$ cat config.mk
export PLATFORM = sky130hd
export DESIGN_NAME = writeback_arbiter
export DESIGN_NICKNAME = d
export VERILOG_FILES = /design/src/rtl/writeback_arbiter.sv
export SDC_FILE = /design/constraint.sdc
export NUM_CORES = 1
export LEC_CHECK = 0
export ABC_AREA = 1
export BUFFER_PORTS_ARGS = -buffer_cell sky130_fd_sc_hd__buf_2
export CAP_MARGIN = 20
export CORE_UTILIZATION = 30
export CTS_BUF_LIST = sky130_fd_sc_hd__clkbuf_8
export DETAILED_ROUTE_END_ITERATION = 10
export GPL_TIMING_DRIVEN = 1
export HOLD_SLACK_MARGIN = 0.02
export PLACE_DENSITY = 0.47
export SLEW_MARGIN = 20
export SYNTH_ARGS = -nofsm -noshare
export SYNTH_HDL_FRONTEND = slang
export SYNTH_SLANG_ARGS = --single-unit
$ cat constraint.sdc
create_clock -name clk -period 2.9 [get_ports clk]
set_input_delay 0.58 -clock clk [delete_from_list [all_inputs] [get_ports clk]]
set_output_delay 0.58 -clock clk [all_outputs]
set_load 0.01 [all_outputs]
$ cat src/rtl/writeback_arbiter.sv
// Writeback arbiter: merges a no-backpressure primary write stream with a queued
// secondary stream onto one registered register-file write port. Queued entries
// that are overtaken by a newer primary write to the same register are killed so
// the stale value can never land after the fresh one.
module writeback_arbiter #(
    parameter int unsigned WORD_LEN      = 32,
    parameter int unsigned REG_IDX_WIDTH = 5,
    parameter int unsigned DEPTH         = 4
) (
    input  logic                     clk,
    input  logic                     reset,
    input  logic                     p_valid,
    input  logic [REG_IDX_WIDTH-1:0] p_addr,
    input  logic [WORD_LEN-1:0]      p_data,
    input  logic                     s_valid,
    output logic                     s_ready,
    input  logic [REG_IDX_WIDTH-1:0] s_addr,
    input  logic [WORD_LEN-1:0]      s_data,
    output logic                     writeEnable,
    output logic [REG_IDX_WIDTH-1:0] writeAddr,
    output logic [WORD_LEN-1:0]      writeData,
    input  logic [REG_IDX_WIDTH-1:0] qAddr1,
    input  logic [REG_IDX_WIDTH-1:0] qAddr2,
    output logic                     qPending1,
    output logic                     qPending2,
    output logic [$clog2(DEPTH):0]   count
);
    localparam int unsigned PtrW = $clog2(DEPTH);
    localparam int unsigned CntW = PtrW + 1;

    logic [REG_IDX_WIDTH-1:0] entryAddrQ [DEPTH];
    logic [WORD_LEN-1:0]      entryDataQ [DEPTH];
    logic [DEPTH-1:0]         validQ, validD;
    logic [DEPTH-1:0]         killQ, killD;
    logic [PtrW-1:0]          headQ, headD;
    logic [PtrW-1:0]          tailQ, tailD;
    logic [CntW-1:0]          countQ, countD;
    logic                     wrEnQ, wrEnD;
    logic [REG_IDX_WIDTH-1:0] wrAddrQ, wrAddrD;
    logic [WORD_LEN-1:0]      wrDataQ, wrDataD;

    logic primEff;
    logic pushEn;
    logic popEn;

    // Handshake and selection decisions, all from registered state
    always_comb begin
        s_ready = (countQ != CntW'(DEPTH));
        primEff = p_valid && (p_addr != '0);
        // x0 writes complete the handshake but are dropped
        pushEn  = s_valid && s_ready && (s_addr != '0);
        // Only entries already counted can pop, so a same-cycle push never bypasses
        popEn   = !primEff && (countQ != '0);
    end

    // Next-state: output selection, kill marking, pointer and occupancy update
    always_comb begin
        validD  = validQ;
        killD   = killQ;
        headD   = headQ;
        tailD   = tailQ;
        wrEnD   = 1'b0;
        wrAddrD = wrAddrQ;
        wrDataD = wrDataQ;
        if (primEff) begin
            wrEnD   = 1'b1;
            wrAddrD = p_addr;
            wrDataD = p_data;
            // Older queued writes to this register are now stale
            for (int unsigned i = 0; i < DEPTH; i++) begin
                if (validQ[i] && (entryAddrQ[i] == p_addr)) begin
                    killD[i] = 1'b1;
                end
            end
        end else if (popEn) begin
            // A killed head still uses the slot but leaves the port idle
            if (!killQ[headQ]) begin
                wrEnD   = 1'b1;
                wrAddrD = entryAddrQ[headQ];
                wrDataD = entryDataQ[headQ];
            end
            validD[headQ] = 1'b0;
            killD[headQ]  = 1'b0;
            headD         = headQ + 1'b1;
        end
        // Push after kill marking so the new entry counts as younger
        if (pushEn) begin
            validD[tailQ] = 1'b1;
            killD[tailQ]  = 1'b0;
            tailD         = tailQ + 1'b1;
        end
        countD = countQ + CntW'(pushEn) - CntW'(popEn);
    end

    // Control state and registered write port
    always_ff @(posedge clk or posedge reset) begin
        if (reset) begin
            validQ  <= '0;
            killQ   <= '0;
            headQ   <= '0;
            tailQ   <= '0;
            countQ  <= '0;
            wrEnQ   <= 1'b0;
            wrAddrQ <= '0;
            wrDataQ <= '0;
        end else begin
            validQ  <= validD;
            killQ   <= killD;
            headQ   <= headD;
            tailQ   <= tailD;
            countQ  <= countD;
            wrEnQ   <= wrEnD;
            wrAddrQ <= wrAddrD;
            wrDataQ <= wrDataD;
        end
    end

    // Payload storage; qualified by the valid bits so it needs no reset
    always_ff @(posedge clk) begin
        if (pushEn) begin
            entryAddrQ[tailQ] <= s_addr;
            entryDataQ[tailQ] <= s_data;
        end
    end

    // Decode hazard query over live (valid, not killed) queue entries
    always_comb begin
        qPending1 = 1'b0;
        qPending2 = 1'b0;
        for (int unsigned i = 0; i < DEPTH; i++) begin
            if (validQ[i] && !killQ[i]) begin
                if ((qAddr1 != '0) && (entryAddrQ[i] == qAddr1)) qPending1 = 1'b1;
                if ((qAddr2 != '0) && (entryAddrQ[i] == qAddr2)) qPending2 = 1'b1;
            end
        end
    end

    assign writeEnable = wrEnQ;
    assign writeAddr   = wrAddrQ;
    assign writeData   = wrDataQ;
    assign count       = countQ;

endmodule

# Word level (Yosys, flattened, before mapping)
# Memories as Yosys holds them, arrays and structs flattened.
# Cells that the tools add are included.
[word_totals]
reg_bits = 53
mem_bits_rw = 148
in_bits = 88
out_inout_bits = 44
wordCells = 117
n_memories = 2
[memory_table]
columns = ["name", "depth", "word_bits", "read_ports", "rd_clocked_by_memory_dff", "wr", "line_no", "rtl"]
rows = [
  ["entryDataQ", 4, 32, 1, 0, 1, "32", "logic [WORD_LEN-1:0] entryDataQ [DEPTH];"],
  ["entryAddrQ", 4, 5, 5, 0, 1, "31", "logic [REG_IDX_WIDTH-1:0] entryAddrQ [DEPTH];"],
]
[op_classes]
addsub = 4
order_cmp = 4
eq_ne = 14
n_mux = 43
n_bitwise = 7
reduce_logical = 35
[ops]
columns = ["operator", "n"]
rows = [
  ["$mux 32", 3],
  ["$eq 5x5->1", 12],
  ["$mux 1", 28],
  ["$mux 4", 6],
  ["$logic_and 1x1->1", 22],
  ["$reduce_bool 5->1", 4],
  ["$mux 5", 3],
  ["$and 4x4->4", 3],
  ["$not 4->4", 2],
  ["$lt 2x3->1 const B", 2],
  ["$logic_not 1->1", 5],
  ["$add 2x1->2 const B", 2],
  ["$demux 1 s2", 2],
  ["$ge 2x1->1 const B", 2],
  ["$or 4x4->4", 1],
  ["$reduce_and 2->1", 2],
  ["$add 3x1->3", 1],
  ["$ne 3x3->1 const B", 1],
  ["$reduce_bool 3->1", 1],
  ["$sub 3x1->3", 1],
  ["$bmux 1 s2", 1],
  ["$ne 2x2->1 const B", 1],
  ["$reduce_bool 2->1", 1],
  ["$not 1->1", 1],
]

# Logic depth before layout (Yosys ltp)
[depth]
ltp_word = 10
mapped_depth = 14
ltp_nobuf = 12

# Worst setup path after synthesis
# OpenSTA, ideal clock, no wires.
[synth_path]
kind = "input to register"
from = "input p_addr[3]"
to = "register countQ[2] (netlist: count[2])"
setup_ns = 0.129
arrival_ns = 2.365
required_ns = 2.771
slack_ns = 0.406
path_stages = 14
n_path_buf = 2
path_cell_list = "buf_6 -> nor2_2 -> nand4_2 -> nand2_4 -> buf_6 -> nand2_1 -> inv_2 -> ha_1 -> inv_1 -> ha_1 -> inv_1 -> fa_1 -> xnor2_1 -> xor2_1"
[synth_via]
elab_chain_len = 5
[synth_rtl]
columns = ["item", "line_no", "rtl"]
rows = [
  ["start, declared", "13", "input logic [REG_IDX_WIDTH-1:0] p_addr,"],
  ["$reduce_bool 5->1", "49", "primEff = p_valid && (p_addr != '0);"],
  ["$logic_and 1x1->1", "49", ""],
  ["$logic_not 1->1", "53", "popEn = !primEff && (countQ != '0);"],
  ["$logic_and 1x1->1", "53", ""],
  ["$sub 3x1->3", "92", "countD = countQ + CntW'(pushEn) - CntW'(popEn);"],
  ["net countD[2]", "37", "logic [CntW-1:0] countQ, countD;"],
  ["end signal, assigned", "111", "countQ <= countD;"],
  ["end, declared", "37", ""],
]
# The timed path passes the listed nets, and every way through them passes these cells.
# A chain may end at the register's enable or synchronous reset.

==> metrics.txt <==
GRT Total Usage 0.173; setup bufs post-CTS 0; register area between 5000 and 6000 um^2; Die X roughly 180 um; f_max between 300 and 400 MHz; power share of the combinational group 0.359; # port buffers 131; hpwl dp 17400 um; Final Hold Violating Endpoints 0; post-cts resize count 0; DRC Markers 0; Worst Path Required ~2.3 ns; worst-skew pair later-pin latency 0.53 ns; multi-input logic area 3200 um^2; worst-margin pin slew 0.572 ns; Mapped Area 9510 um^2; Top FF cell, synth edfxtp_1; r2r startpoint count[1]; row count 64; Die ar. between 30000 and 40000 um^2; Sequential Power Share 0.410; largest area contributor in the netlist edfxtp_1; Synthesized Nets about 1100; Pint around 6300 uW; final instance area roughly 11000 um^2; switching power just over 4000 uW; initial antenna violation count 3; top cell type's share of synthesized area 0.467; CTS Buf Count 38; Synth Area in Adders 0.0153; clock share of power 0.231; share of cells above drive strength 1 0.191; FF+latch count, synth about 200; HP Class in2async; Final Slew Violations 0; Post-synth EDFFs between 100 and 150; final setup fails 0; r2r worst-path depth 11; # hold bufs at CTS 0; clk buf depth 3; number of max-cap violations 0; Routability Congestion 0.918; sequential element share of the synthesized area 0.607; Synth Area in Compound Gates 0.0547; post-synthesis xor/xnor area fraction 0.00461; Peak VDD IR just under 0.5 mV; Post-Route WL approximately 28000 um; most common cell in the synthesized netlist nand2_1; WS Path Type reg2out; mux share of post-synthesis cell area 0; post-synthesis simple-gate area fraction 0.262; Sw Share 0.392; Core Area between 30000 and 40000 um^2; Vert. Die Dim 180 um; Reg-to-Reg End count[2]; Layout area overhead 17.4%; Yosys cell types 31; H-tree Lvls 2; setup TNS 0 ns; Synth Area per Inst between 9 and 10 um^2; DR vias about 7300; crit path DAT roughly 2.0 ns; grt ovf 0; RSZ-0062 raised after global routing false; largest family of logic cells by synthesized area simple AND/OR/NAND/NOR gates; Root Driver clkbuf_8; Slew HR 0.619; dpl cell area roughly 11000 um^2; Power Density around 930 nW/um^2; Worst-path clk slew ~0.06 ns; post-route ant nets 0; Worst Path Max Fanout 4; crit start category register; Final #Nets 1243; initial drt markers about 460; final worst path period share 0.872; CTS sink count roughly 200; post-layout min period between 2 and 3 ns; # IOs approximately 130; static leakage between 0.004 and 0.005 uW; fillers approximately 3200; status complete, no violations; via-per-instance ratio 4.68; FF-to-FF setup slack 0.62 ns; vias in the first global route 7396; largest net degree at the start of global routing roughly 120; Post-Synthesis Cells roughly 1000; synth warn 0; CTS tree yes; Initial Utilization 0.308; Synth area leaders edfxtp_1 47%, dfrtp_1 14%, nand2_1 7.7%; clock skew ~0.032 ns; WL/cell ~18 um; crit end category primary output; first-pass GRT wire length ~43000 um; synth cell count leaders 196 x nand2_1, 192 x nor2_1, 148 x edfxtp_1; asr flop ratio synth 0.264; Detailed Routing Iterations Pass 1 5
worst max-delay path, stage by stage (launching register included):
cell and delay, ns:
edfxtp_1 0.49, inv_1 0.20, nand2_1 0.09, nand2_1 0.05, nor2_1 0.14, nand3_1 0.09
nand2_1 0.08, nor2_1 0.04, nor2_1 0.09, buf_2 0.14
sequential cells by signal (all words and copies together) (netlist names):
signal,cells
killQ,4
tailQ,2
entryAddrQ,20
count,3
validQ,4
writeAddr,5
entryDataQ,128
writeEnable,1
headQ,2
writeData,32
placed cells by master, fill, tap and decap left out:
cell type   count
nor2_1        192
dfrtp_2         2
buf_2         131
a21oi_1        11
clkinv_1        9
o21ai_1         2
xnor2_1         1
clkbuf_8       39
nand4_2         1
dfrtp_1        51
nor3_1          6
inv_1          61
fa_1            1
buf_12          1
nand3_2        10
nand4_1         1
inv_2          12
diode_2         1
nand2_4         2
nand3_1       127
and2_1          1
nand2_2         1
o21ai_0        91
or2_0          32
clkinv_2        1
ha_1           10
edfxtp_1      148
nand3b_1        1
nor2_2          1
clkinvlp_4      4
buf_4          18
xor2_1          4
nand2_1       196
metal layers:
metal	track usage	share of wire
met5	0	0.0013
met1	0.233	0.46
met2	0.275	0.45
met4	0.0523	0.020
met3	0.0418	0.066
power by group through the flow:
stage	clock network, uW	logic (uW)	registers, uW
finish	2400	3730	4270
detailed placement	0	3830	4320
global route	2630	4250	4350
CTS	2490	3830	4270
global placement	0	3810	4330
floorplan	0	2380	4380
kinds of logic after synthesis:
group / count (synthesis)
simple gates: 571
buf+inv: 106
xor+xnor: 5
fa+ha+maj: 11
flops: 201
compound gates: 104
stage by stage:
| stage | total power, uW | worst slack (ns) | util | hold WS [ns] | instances |
|---|---|---|---|---|---|
| after global routing | 11200 | 0.280 | 0.361 | 0.0512 | 1564 |
| after global placement | 8140 | 0.254 | 0.340 | 0.492 | 1500 |
| after detailed placement | 8140 | 0.231 | 0.340 | 0.491 | 1500 |
| final | 10400 | 0.370 | 0.361 | 0.0422 | 1565 |
| after CTS | 10600 | 0.378 | 0.361 | 0.0416 | 1564 |
| after floorplan | 6760 | 0.406 | - | 0.457 | 998 |
layout make-up:
type | instances | share of cell area
well taps | 396 | 0.0444
clock buffers | 39 | 0.0481
repair buffers | 150 | 0.0726
flip-flops and latches | 201 | 0.517
clock inverters | 25 | 0.00987
multi-input cells | 691 | 0.287
diodes | 1 | 0.000224
inverters | 62 | 0.0209
worst max-delay path by stage:
stage / start / endpoint / slack [ns] / cells after the start
2_1_floorplan: p_addr[3] / count[2] / 0.41 / 14
3_3_place_gp: s_addr[3] / count[2] / 0.25 / 11
3_5_place_dp: s_addr[3] / count[2] / 0.23 / 11
4_1_cts: entryAddrQ[2][1] / qPending1 / 0.38 / 9
5_1_grt: entryAddrQ[0][1] / qPending1 / 0.28 / 8
6_report: entryAddrQ[2][1] / qPending1 / 0.37 / 9
Note: power is estimated with default switching activity, not from simulation.
